===== src/rtl/ram_burst_ctrl.sv =====
// ram_burst_ctrl
// Burst front-end for a single-port RAM with a combinational read port
// (dout = mem[addr]). It accepts burst commands and generates every RAM
// addr/din/wr/select cycle. Write bursts stream beats into the RAM. Read
// bursts stream beats out of it.
//
// Handshakes: a transfer happens on a rising clk edge where valid and ready
// are both high. Ready is a registered output and never depends
// combinationally on valid. rdata_valid has no backpressure.
//
// Ports
//   clk, rst_n    clock, asynchronous active-low reset
//   cmd_valid/cmd_ready, cmd_write, cmd_addr, cmd_len
//                 burst command; beats = cmd_len + 1
//   wdata/wdata_valid/wdata_ready
//                 write beat stream
//   rdata/rdata_valid
//                 read beat stream
//   burst_done    one-cycle pulse at burst completion
//   busy          high whenever the FSM is not idle
//   ram_addr/ram_din/ram_wr/ram_select/ram_dout
//                 RAM side
//   dbg_state     current FSM state (0=IDLE 1=WRITE 2=READ 3=FLUSH)
//
// All outputs are registered.
module ram_burst_ctrl #(
  parameter int ADDR_W = 10,
  parameter int DATA_W = 8,
  parameter int LEN_W  = 8
) (
  input  logic              clk,
  input  logic              rst_n,
  input  logic              cmd_valid,
  output logic              cmd_ready,
  input  logic              cmd_write,
  input  logic [ADDR_W-1:0] cmd_addr,
  input  logic [LEN_W-1:0]  cmd_len,
  input  logic [DATA_W-1:0] wdata,
  input  logic              wdata_valid,
  output logic              wdata_ready,
  output logic [DATA_W-1:0] rdata,
  output logic              rdata_valid,
  output logic              burst_done,
  output logic              busy,
  output logic [ADDR_W-1:0] ram_addr,
  output logic [DATA_W-1:0] ram_din,
  output logic              ram_wr,
  output logic              ram_select,
  input  logic [DATA_W-1:0] ram_dout,
  output logic [1:0]        dbg_state
);

  typedef enum logic [1:0] {
    IDLE  = 2'd0,
    WRITE = 2'd1,
    READ  = 2'd2,
    FLUSH = 2'd3
  } state_t;

  state_t             state, state_n;
  logic [ADDR_W-1:0]  cur_addr, cur_addr_n;
  logic [LEN_W-1:0]   beats_left, beats_left_n;

  logic               cmd_ready_n, wdata_ready_n, rdata_valid_n;
  logic               burst_done_n, busy_n, ram_wr_n, ram_select_n;
  logic [DATA_W-1:0]  rdata_n, ram_din_n;
  logic [ADDR_W-1:0]  ram_addr_n;
  logic               read_in_flight;

  // A read address presented this cycle returns its data on ram_dout in
  // this same cycle. That data is captured at the closing edge, which gives
  // one cycle of latency on rdata.
  assign read_in_flight = ram_select & ~ram_wr;

  assign dbg_state = state;

  always_comb begin
    state_n       = state;
    cur_addr_n    = cur_addr;
    beats_left_n  = beats_left;
    cmd_ready_n   = 1'b0;
    wdata_ready_n = 1'b0;
    burst_done_n  = 1'b0;
    ram_addr_n    = ram_addr;
    ram_din_n     = ram_din;
    ram_wr_n      = 1'b0;
    ram_select_n  = 1'b0;
    rdata_valid_n = read_in_flight;
    rdata_n       = read_in_flight ? ram_dout : rdata;

    case (state)
      IDLE: begin
        cmd_ready_n = 1'b1;
        if (cmd_valid && cmd_ready) begin
          cur_addr_n   = cmd_addr;
          beats_left_n = cmd_len;
          cmd_ready_n  = 1'b0;
          if (cmd_write) begin
            state_n       = WRITE;
            wdata_ready_n = 1'b1;
          end else begin
            state_n = READ;
          end
        end
      end

      WRITE: begin
        wdata_ready_n = 1'b1;
        if (wdata_valid && wdata_ready) begin
          ram_select_n = 1'b1;
          ram_wr_n     = 1'b1;
          ram_addr_n   = cur_addr;
          ram_din_n    = wdata;
          cur_addr_n   = cur_addr + 1'b1;
          beats_left_n = beats_left - 1'b1;
          if (beats_left == '0) begin
            // The final strobe, done pulse and return to idle all take
            // effect at the same edge.
            wdata_ready_n = 1'b0;
            burst_done_n  = 1'b1;
            cmd_ready_n   = 1'b1;
            state_n       = IDLE;
          end
        end
      end

      READ: begin
        ram_select_n = 1'b1;
        ram_addr_n   = cur_addr;
        cur_addr_n   = cur_addr + 1'b1;
        beats_left_n = beats_left - 1'b1;
        if (beats_left == '0) begin
          state_n = FLUSH;
        end
      end

      FLUSH: begin
        // The last address is on the bus during this state. Its data is
        // captured at the closing edge together with the done pulse.
        burst_done_n = 1'b1;
        cmd_ready_n  = 1'b1;
        state_n      = IDLE;
      end

      default: begin
        state_n = IDLE;
      end
    endcase

    busy_n = (state_n != IDLE);
  end

  always_ff @(posedge clk or negedge rst_n) begin
    if (!rst_n) begin
      state       <= IDLE;
      cur_addr    <= '0;
      beats_left  <= '0;
      cmd_ready   <= 1'b0;
      wdata_ready <= 1'b0;
      rdata       <= '0;
      rdata_valid <= 1'b0;
      burst_done  <= 1'b0;
      busy        <= 1'b0;
      ram_addr    <= '0;
      ram_din     <= '0;
      ram_wr      <= 1'b0;
      ram_select  <= 1'b0;
    end else begin
      state       <= state_n;
      cur_addr    <= cur_addr_n;
      beats_left  <= beats_left_n;
      cmd_ready   <= cmd_ready_n;
      wdata_ready <= wdata_ready_n;
      rdata       <= rdata_n;
      rdata_valid <= rdata_valid_n;
      burst_done  <= burst_done_n;
      busy        <= busy_n;
      ram_addr    <= ram_addr_n;
      ram_din     <= ram_din_n;
      ram_wr      <= ram_wr_n;
      ram_select  <= ram_select_n;
    end
  end

endmodule


===== config.mk =====
export PLATFORM = sky130hd
export DESIGN_NAME = ram_burst_ctrl
export DESIGN_NICKNAME = d
export VERILOG_FILES = /design/src/rtl/ram_burst_ctrl.sv
export SDC_FILE = /design/constraint.sdc
export NUM_CORES = 1
export LEC_CHECK = 0
export BUFFER_PORTS_ARGS = -buffer_cell sky130_fd_sc_hd__buf_2
export CELL_PAD_IN_SITES_DETAIL_PLACEMENT = 0
export CELL_PAD_IN_SITES_GLOBAL_PLACEMENT = 1
export CORE_MARGIN = 3
export CORE_UTILIZATION = 40
export CTS_CLUSTER_SIZE = 8
export DETAILED_ROUTE_END_ITERATION = 7
export PLACE_DENSITY_LB_ADDON = 0.1
export SLEW_MARGIN = 20
export SYNTH_ARGS = -nofsm -noshare
export SYNTH_HDL_FRONTEND = slang
export SYNTH_SLANG_ARGS = --single-unit

===== constraint.sdc =====
create_clock -name clk -period 2.95 [get_ports clk]
set_input_delay 0.59 -clock clk [delete_from_list [all_inputs] [get_ports clk]]
set_output_delay 0.59 -clock clk [all_outputs]
set_load 0.05 [all_outputs]

==> impl_metrics.toml, run 1 <==
[synth]
syn-cell-area_mm2 = 0.002574
netlist_instances = 229
synth_fp_nets = 275
synth_warnings = 0
synth_edf_count = 0
synthArstFlopShare_pct = 100.0
seq_area_frac_synth_pct = 51.53
ys.flop_type = "dfrtp_1"
ys_ff_latch = 53
synth_cell_types = 46
synth_area_per_cell_um2 = 11.24

[sta]
fmax_mhz = 459.0
slew_viol_final = 0
fin_crit_ns = 2.178
hold_slack_ns = 0.2459
rsz0062_at_grt = "no"
setup_viol = 0
max_slew_margin_pct = 51.93
finalSetupTns_ns = 0
worst_slew_pin_slew_ns = 0.7196
post-route-period-util_pct = 73.85
hold_viol = 0
fin_skew_ns = 0.007190
setup_ws_ns = 0.7716

[clocking]
clock_path_buffers = 2
clock_latency_ns = 0.31
clkSinkCount = 53
h-tree-depth = 2
hold_buffers = 0
cts.repair.resized = 0
post-cts-setup-buffer-count = 0
clockRootBuffer = "clkbuf_8"
cts_buffers = 5
clk_pin_slew_ns = 0.10
cts_tree = "done"

[final_layout]
nets = 348
stdcell_count = 378
area_growth_pct = 20.47
drive_above_1_share_pct = 39.27
diodes = 0

[global_route]
grt_max_degree = 30
grt_overflow_total = 0
grt_pass1_wl_um = 9259
antenna_found_initial = 0
first_global_vias = 1924
grt_usage_pct = 15.80

[critical_path]
required_ns = 3.14
end_kind = "flop"
timing.rr.end = "cur_addr[7]"
r2r-start = "dbg_state[0]"
r2r_slack_ns = 0.77
path_cells = "inv_1 > ha_1 > inv_1 > or4_1 > o22ai_1 > a311oi_1"
worstPathMaxFanout = 11
arrival_ns = 2.36
critical_path_class = "flop to flop"
cp_slowest_stage_delay_ns = 0.69
reg2regPathDepth = 6
start_kind = "flop"
critPathBufInv = 2
crit_top_cell = "inv_1"
crit_family = "simple AND/OR/NAND/NOR gates"
critPathSlowestCell = "or4_1"

[die]
die_area_mm2 = 0.007433
initial_core_util_pct = 42.46
die_h_um = 86.22
rows = 28
dieWidth_um = 86.22
io_pins = 74
core_mm2 = 0.006061

[drt]
vias_per_cell = 5.307
wirelength_um = 5667
dr.pass1.iters = 4
num_vias = 2006
drc_errors = 0
antenna_left = 0
routedWlPerCell_um = 14.99
drtIter0Drc = 66

[placement]
place_inst = 370
gp_congestion = 0.7793
io_buffers = 73
hpwlAfterDp_um = 4114
post-place-ws_ns = 0.7563

[status]
run_status = "finished, final reports clean"

[job]
drv_cap = 0

[hold_path]
hold_class = "primary input to asynchronous set/reset pin"
[state kept, by name (all words and copies together) (netlist names), 2 cells and up]
register	cells
beats_left	8
ram_din	8
rdata	8
ram_addr	10
cur_addr	10
dbg_state	2
[per-layer routing]
layer / wire length, um / part of all wire [%] / up-vias / track usage (%)
met4: 65 / 1.1 / 0 / 4.816
met5: 0 / 0 / - / 0
met2: 2668 / 47 / 53 / 25.37
met3: 321 / 5.7 / 6 / 3.707
met1: 2612 / 46 / 953 / 21.35
li1: - / - / 994 / -
[per-stage QoR]
step / util (%) / area (um2)
finish: 51.16 / 3100
global route: 51.16 / 3100
CTS: 51.16 / 3100
detailed placement: 49.59 / 3005
global placement: 49.59 / 3005
floorplan: - / 2574
[cells in the mapped netlist (3+ instances only)]
library cell,count,area share [%]
nand2_1,15,2.2
o21ai_0,9,1.7
a21oi_1,12,2.3
mux2i_1,3,1.2
dfrtp_1,53,52
a21o_1,3,0.87
clkbuf_1,4,0.58
buf_2,4,0.78
mux2_2,26,11
inv_1,9,1.3
nor2_1,9,1.3
o22ai_1,8,1.9
nor4_1,5,1.2
and4_1,4,1.4
nand3_1,8,1.6
ha_1,7,3.4
o211ai_1,3,0.87
nor3_1,8,1.6
[cells in the final DEF, fill, tap and decap left out, types with 3 or more instances in the layout]
cell type / count
buf_2: 73
dfrtp_1: 53
mux2_2: 26
nand2_1: 15
a21oi_1: 12
inv_1: 9
nor2_1: 9
o21ai_0: 9
nand3_1: 8
o22ai_1: 8
nor3_1: 8
ha_1: 7
nor4_1: 5
clkbuf_8: 5
buf_4: 5
and4_1: 4
a21o_1: 3
mux2i_1: 3
o211ai_1: 3
[worst max path at each step]
| stage | start | endpoint | depth (start not counted) |
|---|---|---|---|
| final | dbg_state[0] | cur_addr[7] | 6 |
| after global placement | dbg_state[0] | cur_addr[7] | 6 |
| after CTS | dbg_state[0] | cur_addr[7] | 6 |
| after global routing | dbg_state[0] | cur_addr[6] | 6 |
| after detailed placement | dbg_state[0] | cur_addr[7] | 6 |
| after floorplan | dbg_state[0] | cur_addr[7] | 7 |
[kinds of logic after synthesis]
kind of cell / count (synthesis) / share of synthesized area [%]
adders and majority gates: 7 / 3.403
buffers and inverters: 21 / 3.840
AOI/OAI and AO/OA: 53 / 14.63
DFF: 53 / 51.53
and+or+nand+nor: 66 / 14.05
muxes: 29 / 12.54
[cell type report]
type | instances | area (um2)
inverters | 9 | 33.78
flip-flops and latches | 53 | 1326
repair buffers | 78 | 402.9
clock buffers | 5 | 68.82
clock inverters | 3 | 26.28
well taps | 75 | 93.84
multi-input cells | 155 | 1149
fillers | 577 | 2960
Power of run 1 is not shown: default switching activity piles up to over one toggle a cycle in this logic, so the estimate is an artifact.
==> run 2: changes to the inputs <==
==> constraint.sdc (replaced) <==
create_clock -name clk -period 2.1 [get_ports clk]
set_input_delay 0.42 -clock clk [delete_from_list [all_inputs] [get_ports clk]]
set_output_delay 0.42 -clock clk [all_outputs]
set_load 0.05 [all_outputs]
==> run 2 against run 1 <==
First-iteration DRC count grew 3.0%. Highest routed layer unchanged. Die area is the same. Critical endpoint is now cur_addr[5]. Count of clock-buffer cells in the layout is the same. Setup slack lost 0.60 ns. Via count grew 2.6%. Register-to-register slack lost 0.60 ns. Critical path type unchanged. Critical path depth grew 1. Non-clock buffer count grew 8.
==> impl_metrics.toml, run 2 (same netlist as run 1, synthesis figures left out) <==
[clocking]
clock_latency_ns = 0.31
clk_pin_slew_ns = 0.10
cts_tree = "done"
cts.repair.resized = 0
clockRootBuffer = "clkbuf_8"
cts_buffers = 5
h-tree-depth = 2
clkSinkCount = 53
hold_buffers = 0
clock_path_buffers = 2
post-cts-setup-buffer-count = 0

[sta]
post-route-period-util_pct = 91.96
fin_crit_ns = 1.931
worst_slew_pin_slew_ns = 0.4697
max_slew_margin_pct = 68.69
fmax_mhz = 517.8
fin_skew_ns = 0.005529
hold_slack_ns = 0.04689
rsz0062_at_grt = "no"
finalSetupTns_ns = 0
slew_viol_final = 0
hold_viol = 0
setup_viol = 0
setup_ws_ns = 0.1689

[critical_path]
arrival_ns = 2.13
critPathSlowestCell = "dfrtp_2"
r2r_slack_ns = 0.17
end_kind = "flop"
path_cells = "inv_1 > ha_1 > buf_6 > nor4_1 > buf_4 > a22o_1 > a311o_1"
worstPathMaxFanout = 19
critical_path_class = "flop to flop"
required_ns = 2.30
cp_slowest_stage_delay_ns = 0.43
start_kind = "flop"

[final_layout]
drive_above_1_share_pct = 41.80
stdcell_count = 386
nets = 356
area_growth_pct = 23.63
final_cell_mix = "buf_2 (73), dfrtp_1 (51), mux2_2 (26)"
final_util_pct = 52.50
diodes = 0
final_common_cell = "buf_2"
top_regs = "cur_addr (10), ram_addr (10)"
fin_area_mm2 = 0.003182

[die]
io_pins = 74
core_mm2 = 0.006061
dieWidth_um = 86.22
die_h_um = 86.22
initial_core_util_pct = 42.46
die_area_mm2 = 0.007433
rows = 28

[placement]
post-place-ws_ns = 0.1390
io_buffers = 73
place_inst = 378
placed_cell_area_mm2 = 0.003080
hpwlAfterDp_um = 4328
gp_congestion = 0.8432

[global_route]
grt_max_degree = 35
grt_usage_pct = 16.50
grt_overflow_total = 0
grt_pass1_wl_um = 9804
first_global_vias = 2051
antenna_found_initial = 0

[drt]
wirelength_um = 5903
vias_per_cell = 5.334
drc_errors = 0
antenna_left = 0
num_vias = 2059
dr.pass1.iters = 4
routedWlPerCell_um = 15.29
drtIter0Drc = 68

[pwr]
cellLeakagePower_nw = 1.473
powerDensity_mw_per_mm2 = 1907
p_total_mw = 6.067
ir_drop_uv = 953.1

[job]
drv_cap = 0

[hold_path]
hold_class = "primary input to asynchronous set/reset pin"

[status]
run_status = "finished, final reports clean"
run 2: changes by cell type in the layout (fill, tap and decap cells not counted), sizes merged:
cell      previous run  this run
clkinv               2         1
clkinvlp             0         1
buf                 78        86
run 2: worst paths after layout:
check,startpoint,to,cells after the start
max,dbg_state[0],cur_addr[5],7
min,rst_n,rdata[4],1
max reg2reg,dbg_state[0],cur_addr[5],7
min reg2reg,ram_din[2],ram_din[2],1
max in group asynchronous,rst_n,dbg_state[1],2
min in group clk,wdata[4],ram_din[4],2
run 2: cell type report:
cell class / instances / area, um2
flip-flops and latches: 53 / 1329
multi-input cells: 155 / 1152
clock buffers: 5 / 68.82
fillers: 569 / 2879
clock inverters: 3 / 25.02
repair buffers: 86 / 479.2
well taps: 75 / 93.84
inverters: 9 / 33.78
run 2: per-layer routing:
metal / vias to the layer above / track usage, % / part of all wire, %
met5: - / 0 / 0
met1: 999 / 21.31 / 46
li1: 1005 / - / -
met3: 7 / 2.567 / 4.3
met2: 48 / 28.38 / 48
met4: 0 / 5.382 / 1.4
run 2: where the power goes:
| part | switching [mW] | leakage, nW | internal (mW) |
|---|---|---|---|
| clock | 0.358 | 0.0447 | 0.242 |
| sequential | 0.410 | 0.626 | 1.52 |
| combinational | 2.31 | 0.802 | 1.23 |
run 2: worst max-delay path, delay by kind of cell, from the launching register on:
| kind | cells | cell delay (ns) |
|---|---|---|
| adders and majority gates | 1 | 0.36 |
| AOI/OAI and AO/OA | 2 | 0.53 |
| and+or+nand+nor | 1 | 0.09 |
| DFF | 1 | 0.43 |
| buffers and inverters | 3 | 0.43 |
Power figures use the tool's default switching activity.
